File: src/rtl/loader_pkg.sv
// Shared types and constants for the UART program loader.
package loader_pkg;

  typedef enum logic [2:0] {
    HDR_LO,
    HDR_HI,
    W_LO,
    W_HI,
    CHK,
    FINISH,
    FAIL
  } loader_state_e;

  typedef enum logic [1:0] {
    RX_IDLE,
    RX_START,
    RX_DATA,
    RX_STOP
  } rx_state_e;

  localparam int unsigned BYTES_PER_WORD = 2;

  function automatic int unsigned clks_per_bit(input int unsigned clk_hz, input int unsigned baud);
    return clk_hz / baud;
  endfunction

endpackage

File: src/rtl/uart_rx.sv
// 8N1 UART receiver: 2-FF synchronizer, mid-bit sampler, glitch rejection on the start bit.
module uart_rx
  import loader_pkg::*;
#(
  parameter int unsigned CLKS_PER_BIT = 434
) (
  input  logic       CLK,
  input  logic       RST,
  input  logic       RX,
  output logic [7:0] DATA,
  output logic       VALID,
  output logic       FERR
);

  localparam int unsigned CNT_W = (CLKS_PER_BIT > 2) ? $clog2(CLKS_PER_BIT) : 1;
  localparam int unsigned HALF  = (CLKS_PER_BIT / 2 > 0) ? CLKS_PER_BIT / 2 : 1;
  localparam logic [CNT_W-1:0] FULL_LAST = CNT_W'(CLKS_PER_BIT - 1);
  localparam logic [CNT_W-1:0] HALF_LAST = CNT_W'(HALF - 1);

  rx_state_e        state, state_next;
  logic             rx_meta, rx_sync, rx_prev;
  logic [CNT_W-1:0] cnt, cnt_d;
  logic [2:0]       bit_idx, bit_idx_d;
  logic [7:0]       shift, shift_d, data_d;
  logic             valid_d, ferr_d;
  logic             half_tick_c, full_tick_c;

  assign half_tick_c = (cnt == HALF_LAST);
  assign full_tick_c = (cnt == FULL_LAST);

  always_ff @(posedge CLK) begin
    if (RST) state <= RX_IDLE;
    else     state <= state_next;
  end

  always_comb begin
    state_next = state;
    case (state)
      RX_IDLE:  if (rx_prev && !rx_sync) state_next = RX_START;
      RX_START: if (half_tick_c) state_next = rx_sync ? RX_IDLE : RX_DATA;
      RX_DATA:  if (full_tick_c && bit_idx == 3'd7) state_next = RX_STOP;
      RX_STOP:  if (full_tick_c) state_next = RX_IDLE;
      default:  state_next = RX_IDLE;
    endcase
  end

  // Counter restarts at each sample point so data bits land mid-bit.
  always_comb begin
    cnt_d     = cnt + CNT_W'(1);
    bit_idx_d = bit_idx;
    shift_d   = shift;
    data_d    = DATA;
    valid_d   = 1'b0;
    ferr_d    = 1'b0;
    case (state)
      RX_IDLE: begin
        cnt_d     = '0;
        bit_idx_d = '0;
      end
      RX_START: if (half_tick_c) cnt_d = '0;
      RX_DATA: if (full_tick_c) begin
        cnt_d     = '0;
        shift_d   = {rx_sync, shift[7:1]};
        bit_idx_d = bit_idx + 3'd1;
      end
      RX_STOP: if (full_tick_c) begin
        cnt_d = '0;
        if (rx_sync) begin
          valid_d = 1'b1;
          data_d  = shift;
        end else begin
          ferr_d = 1'b1;
        end
      end
      default: cnt_d = '0;
    endcase
  end

  always_ff @(posedge CLK) begin
    if (RST) begin
      rx_meta <= 1'b1;
      rx_sync <= 1'b1;
      rx_prev <= 1'b1;
      cnt     <= '0;
      bit_idx <= '0;
      shift   <= '0;
      DATA    <= '0;
      VALID   <= 1'b0;
      FERR    <= 1'b0;
    end else begin
      rx_meta <= RX;
      rx_sync <= rx_meta;
      rx_prev <= rx_sync;
      cnt     <= cnt_d;
      bit_idx <= bit_idx_d;
      shift   <= shift_d;
      DATA    <= data_d;
      VALID   <= valid_d;
      FERR    <= ferr_d;
    end
  end

endmodule

File: src/rtl/uart_ram_loader.sv
// Boot loader: receives a word-count-prefixed image over UART and writes it to RAM from address 0.
// Optional trailing XOR checksum byte enabled by defining LOADER_CHECKSUM_EN.
module uart_ram_loader
  import loader_pkg::*;
#(
  parameter int unsigned CLK_HZ = 50000000,
  parameter int unsigned BAUD   = 115200,
  parameter int unsigned ADDR_W = 12,
  parameter int unsigned DATA_W = 16
) (
  input  logic              CLK,
  input  logic              RST,
  input  logic              UART_RX,
  output logic [ADDR_W-1:0] RAM_ADDR,
  output logic [DATA_W-1:0] RAM_DATA,
  output logic              RAM_WREN,
  output logic              CORE_RST,
  output logic              DONE,
  output logic              ERR
);

  localparam int unsigned CPB       = clks_per_bit(CLK_HZ, BAUD);
  localparam int unsigned CNT_W     = ADDR_W + 1;
  localparam int unsigned MAX_WORDS = 1 << ADDR_W;
`ifdef LOADER_CHECKSUM_EN
  localparam loader_state_e AFTER_LAST = CHK;
`else
  localparam loader_state_e AFTER_LAST = FINISH;
`endif

  loader_state_e     state, state_next;
  logic [7:0]        rx_data;
  logic              rx_valid, rx_ferr;
  logic [7:0]        n_lo, n_lo_d, lo_byte, lo_byte_d;
  logic [CNT_W-1:0]  n_words, n_words_d, word_cnt, word_cnt_d;
  logic [ADDR_W-1:0] ram_addr_d;
  logic [DATA_W-1:0] ram_data_d;
  logic              ram_wren_d, core_rst_d, done_d, err_d;
  logic [15:0]       hdr_n_c;
  logic              hdr_too_big_c, last_word_c;
`ifdef LOADER_CHECKSUM_EN
  logic [7:0]        csum, csum_d;
`endif

  uart_rx #(.CLKS_PER_BIT(CPB)) u_rx (
    .CLK   (CLK),
    .RST   (RST),
    .RX    (UART_RX),
    .DATA  (rx_data),
    .VALID (rx_valid),
    .FERR  (rx_ferr)
  );

  assign hdr_n_c       = {rx_data, n_lo};
  assign hdr_too_big_c = 32'(hdr_n_c) > MAX_WORDS;
  assign last_word_c   = (word_cnt + CNT_W'(1)) == n_words;

  always_ff @(posedge CLK) begin
    if (RST) state <= HDR_LO;
    else     state <= state_next;
  end

  // W_HI stays put for the write cycle; the advance happens while RAM_WREN is high.
  always_comb begin
    state_next = state;
    if (rx_ferr && state != FINISH && state != FAIL) begin
      state_next = FAIL;
    end else begin
      case (state)
        HDR_LO: if (rx_valid) state_next = HDR_HI;
        HDR_HI: if (rx_valid) begin
          if (hdr_n_c == 16'd0)  state_next = AFTER_LAST;
          else if (hdr_too_big_c) state_next = FAIL;
          else                    state_next = W_LO;
        end
        W_LO:   if (rx_valid) state_next = W_HI;
        W_HI:   if (RAM_WREN) state_next = last_word_c ? AFTER_LAST : W_LO;
`ifdef LOADER_CHECKSUM_EN
        CHK:    if (rx_valid) state_next = (rx_data == csum) ? FINISH : FAIL;
`endif
        FINISH: state_next = FINISH;
        FAIL:   state_next = FAIL;
        default: state_next = FAIL;
      endcase
    end
  end

  always_comb begin
    n_lo_d     = n_lo;
    n_words_d  = n_words;
    lo_byte_d  = lo_byte;
    word_cnt_d = word_cnt;
    ram_addr_d = RAM_ADDR;
    ram_data_d = RAM_DATA;
    ram_wren_d = 1'b0;
    core_rst_d = CORE_RST;
    done_d     = DONE;
    err_d      = ERR;
`ifdef LOADER_CHECKSUM_EN
    csum_d     = csum;
`endif
    case (state)
      HDR_LO: if (rx_valid) n_lo_d = rx_data;
      HDR_HI: if (rx_valid) n_words_d = CNT_W'(hdr_n_c);
      W_LO: if (rx_valid) begin
        lo_byte_d = rx_data;
`ifdef LOADER_CHECKSUM_EN
        csum_d    = csum ^ rx_data;
`endif
      end
      W_HI: begin
        if (rx_valid && !RAM_WREN && state_next == W_HI) begin
          ram_wren_d = 1'b1;
          ram_data_d = DATA_W'({rx_data, lo_byte});
`ifdef LOADER_CHECKSUM_EN
          csum_d     = csum ^ rx_data;
`endif
        end
        if (RAM_WREN) begin
          word_cnt_d = word_cnt + CNT_W'(1);
          if (!(&RAM_ADDR)) ram_addr_d = RAM_ADDR + ADDR_W'(1);
        end
      end
      default: ;
    endcase
    if (state_next == FINISH) begin
      ram_addr_d = '0;
      done_d     = 1'b1;
      core_rst_d = 1'b0;
    end
    if (state_next == FAIL) err_d = 1'b1;
  end

  always_ff @(posedge CLK) begin
    if (RST) begin
      n_lo     <= '0;
      n_words  <= '0;
      lo_byte  <= '0;
      word_cnt <= '0;
      RAM_ADDR <= '0;
      RAM_DATA <= '0;
      RAM_WREN <= 1'b0;
      CORE_RST <= 1'b1;
      DONE     <= 1'b0;
      ERR      <= 1'b0;
`ifdef LOADER_CHECKSUM_EN
      csum     <= '0;
`endif
    end else begin
      n_lo     <= n_lo_d;
      n_words  <= n_words_d;
      lo_byte  <= lo_byte_d;
      word_cnt <= word_cnt_d;
      RAM_ADDR <= ram_addr_d;
      RAM_DATA <= ram_data_d;
      RAM_WREN <= ram_wren_d;
      CORE_RST <= core_rst_d;
      DONE     <= done_d;
      ERR      <= err_d;
`ifdef LOADER_CHECKSUM_EN
      csum     <= csum_d;
`endif
    end
  end

endmodule

File: config.mk
export PLATFORM = sky130hd
export DESIGN_NAME = uart_ram_loader
export DESIGN_NICKNAME = d
export VERILOG_FILES = /design/src/rtl/loader_pkg.sv /design/src/rtl/uart_rx.sv /design/src/rtl/uart_ram_loader.sv
export SDC_FILE = /design/constraint.sdc
export NUM_CORES = 1
export LEC_CHECK = 0
export ABC_AREA = 1
export BUFFER_PORTS_ARGS = -buffer_cell sky130_fd_sc_hd__buf_2
export CORE_MARGIN = 2
export CORE_UTILIZATION = 55
export CTS_BUF_LIST = sky130_fd_sc_hd__clkbuf_4
export DETAILED_ROUTE_END_ITERATION = 8
export PLACE_DENSITY = 0.84
export SKIP_CTS_REPAIR_TIMING = 1
export SLEW_MARGIN = 20
export SYNTH_ARGS = -nofsm -noshare
export SYNTH_HDL_FRONTEND = slang
export SYNTH_SLANG_ARGS = --single-unit
File: constraint.sdc
create_clock -name CLK -period 3 [get_ports CLK]
set_input_delay 0.3 -clock CLK [delete_from_list [all_inputs] [get_ports CLK]]
set_output_delay 0.3 -clock CLK [all_outputs]
set_load 0.03 [all_outputs]
======== Yosys cells after proc, flatten, opt, wreduce, memory -nomap -nowiden ========
Index checks and enable logic that the tools add are counted.
operators by class
  $add $sub $neg .......................... 4
  multiply operators ...................... 0
  divide/modulo/power cells ............... 0
  $lt $le $gt $ge ......................... 1
  eq/ne operators ......................... 21
  shift-type cells ........................ 0
  multiplexer cells ....................... 23
  bitwise logic cells ..................... 4
  reduce and logical (&&, ||, !) cells .... 27
operators by type and width
  cell                                                   number
  two-way mux 3 bit                                      9
  one-hot mux 9 bit (3 select lines)                     1
  two-way mux 9 bit                                      2
  > comparator 16 x 13 -> 1 bit, second input constant   1
  zero test 16 bit                                       1
  one-hot mux 3 bit (5 select lines)                     1
  AND reduction 2 bit                                    7
  adder 13 x 1 -> 13 bit, second input constant          1
  == test 13 bit                                         1
  adder 12 x 1 -> 12 bit, second input constant          1
  == test 3 bit, second input constant                   4
  AND reduction 12 bit                                   1
  two-way mux 2 bit                                      5
  inequality test 2 x 1 -> 1 bit, second input constant  5
  adder 9 x 1 -> 9 bit, second input constant            1
  == test 3 x 2 -> 1 bit, second input constant          3
  == test 9 x 8 -> 1 bit, second input constant          1
  == test 9 bit, second input constant                   1
  one-hot mux 2 bit (4 select lines)                     1
  logical AND 1 bit                                      6
  inequality test 3 bit, second input constant           2
  one-hot mux 3 bit (2 select lines)                     1
  AND reduction 3 bit                                    2
  OR reduction 2 bit                                     3
  12 further kinds                                       19
word-level totals
  flip-flop bits (word level) ............. 112
  latch bits .............................. 0
  memory bits (writable) .................. 0
  ROM bits ................................ 0
  input port bits ......................... 3
  output and inout port bits .............. 32
  memories ................................ 0

======== Longest topological paths before layout ========
  depth after elaboration ................. 9
  gate-level depth with buffers ........... 17

======== Cells and area by module ========
Synthesis repeated with hierarchy kept, for this count alone.
unflattened totals
  cells, all modules ...................... 757
  area, all modules ....................... 5439.0 sq um
by module, submodules not included
  module           times used  cells each  area an instance (sq um)  sequential area each (sq um)
  uart_ram_loader  1           580         3925.0                    1541.5
  uart_rx          1           177         1514.0                    700.7

======== Worst setup path before layout ========
Ideal clock, no wire load.
  path type ............................... reg-to-reg
  from .................................... register word_cnt[0]
  to ...................................... register RAM_ADDR[6]
  setup time .............................. 0.116 ns
  arrival time ............................ 1.826 ns
  required time ........................... 2.884 ns
  slack ................................... 1.058 ns
  cell stages (with the launch flop) ...... 18
  buffers on the path ..................... 1
  cells stage by stage .................... dfxtp_1 > ha_1 > nand2_2 > nor2_4 > nand2_1 > nand2_1 > nand2_1 > nand2_1 > nand2_1 > nor2_1 > nand2_1 > nor2_2 > nand3_2 > nand2_2 > nand3_2 > nand2_2 > buf_6 > nor2_1
between the ends
  cells in the longest elaborated chain, start to end .. 8
ends and longest elaborated chain
  element                              line                    RTL
  start, declared                      uart_ram_loader.sv:35   logic [CNT_W-1:0] n_words, n_words_d, word_cnt, word_cnt_d;
  start signal, assigned               uart_ram_loader.sv:153  word_cnt <= word_cnt_d;
  adder 13 x 1 -> 13 bit               uart_ram_loader.sv:56   assign last_word_c = (word_cnt + CNT_W'(1)) == n_words;
  == test 13 bit                       uart_ram_loader.sv:56
  two-way mux 3 bit (2 in a row)       uart_ram_loader.sv:77   W_HI: if (RAM_WREN) state_next = last_word_c ? AFTER_LAST : W_LO;
  one-hot mux 3 bit (5 select lines)   uart_ram_loader.sv:69   case (state)
  two-way mux 3 bit                    uart_ram_loader.sv:66   if (rx_ferr && state != FINISH && state != FAIL) begin
  == test 3 bit                        uart_ram_loader.sv:126  if (state_next == FINISH) begin
  OR reduction 2 bit (no source line)  n/a
  end signal, assigned                 uart_ram_loader.sv:154  RAM_ADDR <= ram_addr_d;
  end, declared                        uart_ram_loader.sv:14   output logic [ADDR_W-1:0] RAM_ADDR,
No other way between the ends.
A chain may end at the register's enable or synchronous reset.

======== Worst setup path in the final report ========
  from .................................... register state[1]
  to ...................................... register RAM_ADDR[9]
between the ends
  cells in the longest elaborated chain, start to end .. 6
  elaborated cells on any way between the ends .. 18
  those cells by class .................... eq/ne: 7; mux: 6; reduce/logical: 5
ends and longest elaborated chain
  element                                                                                     line                   RTL
  start, declared                                                                             uart_ram_loader.sv:31  loader_state_e state, state_next;
  start signal, assigned                                                                      uart_ram_loader.sv:60  else state <= state_next;
  parallel branches: the longest is 6 deep, another holds one-hot mux 3 bit (5 select lines)  n/a
Several ways; the timed one is not identified.

==> metrics.log <==
INFO  metric run_status = completed
INFO  metric grt.overflow.total = 0
INFO  metric placedCellCount = around 830
INFO  metric first_global_vias = 4106
INFO  metric worst_setup_path_start_kind = flip-flop
INFO  metric layout-drive-gt1-share = 0.09783
INFO  metric critPathMaxFanout = 18
INFO  metric detail_route.wl_per_cell = 12.49 um
INFO  metric rsz0062_at_grt = false
INFO  metric setup-violations-final = 0
INFO  metric combinationalPowerShare = 0.020
INFO  metric power_report.internal_total = between 1500 and 2000 uW
INFO  metric leakagePower = between 0.002 and 0.0025 uW
INFO  metric critical_path.endpoint_type = flip-flop
INFO  metric die_h = slightly below 100 um
INFO  metric placement.io_buffers = 34
INFO  metric fin_nets = ~740
INFO  metric crit-reg2reg-capture = RAM_ADDR[9]$_SDFFE_PP0P_
INFO  metric mappedNetlistNets = about 710
INFO  metric power_switching = 601.4 uW
INFO  metric timing.rr.start = state[1]$_SDFF_PP0_
INFO  metric finalNonFillerCells = 844
INFO  metric number_of_distinct_library_cell_variants_in_the_gate_level_netlist_after_synthesis = 33
INFO  metric pwr-share-clk = 0.334
INFO  metric route.vias.total = around 4400
INFO  metric syn_inst = ~700
INFO  metric dp_hpwl = between 7000 and 8000 um
INFO  metric synth_ff_type = sky130_fd_sc_hd__dfxtp_1
INFO  metric diodes = 0
INFO  metric ys_async_sr_fraction = 0
INFO  metric grt_max_degree = 34
INFO  metric cts_tree = done
INFO  metric die-area = roughly 9900 um2
INFO  metric synth.yosys.seq_area_share = 0.4470
INFO  metric sinks_on_clock_net = about 110
INFO  metric clkTransAtPathRegs = approximately 200 ps
INFO  metric register_to_register_setup_slack = ~600 ps
INFO  metric power_density = between 400 and 500 nW/um2
INFO  metric setup-tns-final = 0 ps
INFO  metric worstHoldPathCells = 2
INFO  metric io_count = 35
INFO  metric cts_buffers = 9
INFO  metric ff_latch_area = between 2000 and 2500 um2
INFO  metric worst_ep_required_time = ~3400 ps
INFO  metric std_cell_rows = 34
INFO  metric hold_viol = 0
INFO  metric synthesis.area = approximately 5000 um2
INFO  metric worst_ep_arrival_time = around 2800 ps
INFO  metric worstMarginPinSlew = ~960 ps
INFO  metric worst_r2r_path_depth = 11
INFO  metric detailedRoute.firstIterationViolations = roughly 320
INFO  metric multiInputGateArea = approximately 2300 um2
INFO  metric coreArea = 8763 um2
INFO  metric critical_path_class = flip-flop to flip-flop
INFO  metric synth_area_leader_cell = sky130_fd_sc_hd__dfxtp_1
INFO  metric routed_via_density = roughly 5.2
INFO  metric path_buf_inv = 3
INFO  metric layout_commonest_cell = sky130_fd_sc_hd__nand2_1
INFO  metric floorplan.initialDensity = 0.5724
INFO  metric holdPathEnd = u_rx.shift[0]$_SDFFE_PP0P_
INFO  metric vdd_ir_drop_max = roughly 0.30 mV
INFO  metric avgSynthCellArea = roughly 7.1 um2
INFO  metric share_of_total_power_in_sequential_cells = 0.647
INFO  metric clock_tree.buffer_depth = 2
INFO  metric synthesis.yosys.warnings = 0
INFO  metric worstPathCellList = inv_1 > nor3_2 > nand2_2 > buf_4 > inv_1 > nand2_2 > nor2_1 > nand2_1 > nor3_1 > xor2_1 > nor2_1
INFO  metric clk_latency_worst_skew_pair = 490 ps
INFO  metric min_period_over_period = 0.7944
INFO  metric final_cell_mix = sky130_fd_sc_hd__nand2_1, sky130_fd_sc_hd__dfxtp_1, sky130_fd_sc_hd__inv_1
INFO  metric syn_to_final_growth = 7.658%
INFO  metric routed_wirelength = roughly 11000 um
INFO  metric timing.hold.worst.class = input port to flip-flop
INFO  metric grt_first_pass_wirelength = about 18000 um
INFO  metric drv_slew = 0
INFO  metric grt_antenna_before_repair = 0
INFO  metric route.antenna.remaining_nets = 0
INFO  metric critPathMaxStageDelay = about 400 ps
INFO  metric drt-pass1-iter-count = 5
INFO  metric critical_path.slowest_cell = sky130_fd_sc_hd__dfxtp_1
INFO  metric global_route.usage.total = 0.2216
INFO  metric post-route-drc-count = 0
INFO  metric critical-path-top-delay-family = simple AND/OR/NAND/NOR gates
INFO  metric max_transition_margin = 0.3610
INFO  metric clock-root-buffer = sky130_fd_sc_hd__clkbuf_4
INFO  metric fraction_of_post_synthesis_cell_area_in_the_top_cell_type_by_area = 0.4470
INFO  metric htree_num_levels = 3
INFO  metric worstHoldStart = RST
INFO  metric critPathLaunch = state[1]$_SDFF_PP0_
INFO  metric cap_viol_max_count = 0
INFO  metric power.switching_fraction = 0.2601
INFO  metric finClkSkew = between 20 and 25 ps
INFO  metric finalWeightedCongestion = 0.8688
INFO  metric synth_edf_count = 0
INFO  metric synth_top_cells_by_area = sky130_fd_sc_hd__dfxtp_1, sky130_fd_sc_hd__nand2_1, sky130_fd_sc_hd__inv_1, sky130_fd_sc_hd__nor2_1, sky130_fd_sc_hd__a21oi_1
INFO  metric max_clock_freq = 419.6 MHz
INFO  metric die_width = between 90 and 100 um
INFO  metric post-route-min-period = about 2400 ps
INFO  metric layout.filler_cells = 803
INFO  metric yosys_register_bits = ~110
==> power by group through the flow <==
| stage | clock network, uW | logic, uW | registers, uW |
|---|---|---|---|
| final | 772 | 45.3 | 1490 |
| after global routing | 849 | 50.5 | 1500 |
| after CTS | 790 | 43.9 | 1500 |
| after detailed placement | 0 | 44.0 | 1530 |
| after global placement | 0 | 42.1 | 1530 |
| after floorplan | 0 | 34.6 | 1520 |
==> metal layers <==
layer  GRT usage  part of all wire
met5           0                 0
met2      0.3768              0.49
met4     0.08008             0.020
met3     0.04357             0.039
met1      0.2809              0.45
==> worst reg2reg max path: stages, from the launching register on <==
cell and delay [ps]:
sky130_fd_sc_hd__dfxtp_1 400, sky130_fd_sc_hd__inv_1 90, sky130_fd_sc_hd__nor3_2 240, sky130_fd_sc_hd__nand2_2 60
sky130_fd_sc_hd__buf_4 200, sky130_fd_sc_hd__inv_1 350, sky130_fd_sc_hd__nand2_2 200, sky130_fd_sc_hd__nor2_1 220
sky130_fd_sc_hd__nand2_1 130, sky130_fd_sc_hd__nor3_1 190, sky130_fd_sc_hd__xor2_1 160, sky130_fd_sc_hd__nor2_1 70
==> how the worst max path moves through the flow <==
stage / endpoint / slack (ps) / depth (start not counted)
6_report: RAM_ADDR[9]$_SDFFE_PP0P_ / 620 / 11
5_1_grt: RAM_ADDR[1]$_SDFFE_PP0P_ / 410 / 14
4_1_cts: RAM_ADDR[1]$_SDFFE_PP0P_ / 620 / 16
3_5_place_dp: RAM_ADDR[9]$_SDFFE_PP0P_ / 620 / 11
3_3_place_gp: RAM_ADDR[9]$_SDFFE_PP0P_ / 720 / 11
2_1_floorplan: RAM_ADDR[6]$_SDFFE_PP0P_ / 1060 / 17
==> cell type report <==
type	instances	share of cell area
clock buffer	9	0.01251
sequential	112	0.4152
tap	108	0.02502
timing repair buffer	39	0.03892
multi-input combinational	468	0.4233
inverter	101	0.07020
clock inverter	7	0.01483
==> stage by stage <==
step                cell area, um2  utilization  hold slack, ps  total power, uW  worst slack, ps
floorplan                     5016            -           389.5             1559             1058
global placement              5243       0.5982           408.4             1567            724.3
detailed placement            5243       0.5982           401.7             1569            624.4
CTS                           5390       0.6151          -26.01             2329            623.4
global route                  5400       0.6162           295.7             2396            405.9
finish                        5400       0.6162           306.3             2312            616.9
==> Yosys cell counts (4+ instances only) <==
master and instances:
sky130_fd_sc_hd__clkbuf_1 15, sky130_fd_sc_hd__dfxtp_1 112, sky130_fd_sc_hd__nand3_1 29, sky130_fd_sc_hd__inv_1 101, sky130_fd_sc_hd__nor3_1 9, sky130_fd_sc_hd__nand3b_1 6
sky130_fd_sc_hd__xor2_1 15, sky130_fd_sc_hd__a21oi_1 63, sky130_fd_sc_hd__nand4_1 6, sky130_fd_sc_hd__nor2_1 96, sky130_fd_sc_hd__o21ai_0 51, sky130_fd_sc_hd__nand2_2 5
sky130_fd_sc_hd__nor2_2 5, sky130_fd_sc_hd__xnor2_1 5, sky130_fd_sc_hd__nor4_1 4, sky130_fd_sc_hd__ha_1 7, sky130_fd_sc_hd__nand2_1 149
==> sequential cells by signal (all words and copies together) (netlist names), 3 cells and up, named ones only <==
register	count
u_rx.cnt	9
RAM_ADDR	12
u_rx.bit_idx	3
u_rx.shift	8
u_rx.DATA	8
RAM_DATA	16
word_cnt	13
n_words	13
state	3
n_lo	8
lo_byte	8
==> cells by family (layout without fill, tap and decap cells) <==
kind of cell | Yosys count | in the layout | share of synthesized area
AO/OA/AOI/OAI | 121 | 121 | 0.1245
XOR/XNOR | 21 | 21 | 0.03966
adder cells (fa/ha/maj) | 7 | 7 | 0.01746
buffers and inverters | 123 | 156 | 0.09728
flip-flops | 112 | 112 | 0.4470
multiplexers | 1 | 1 | 0.001996
AND/OR/NAND/NOR | 318 | 318 | 0.2721
Power figures use the tool's default switching activity.
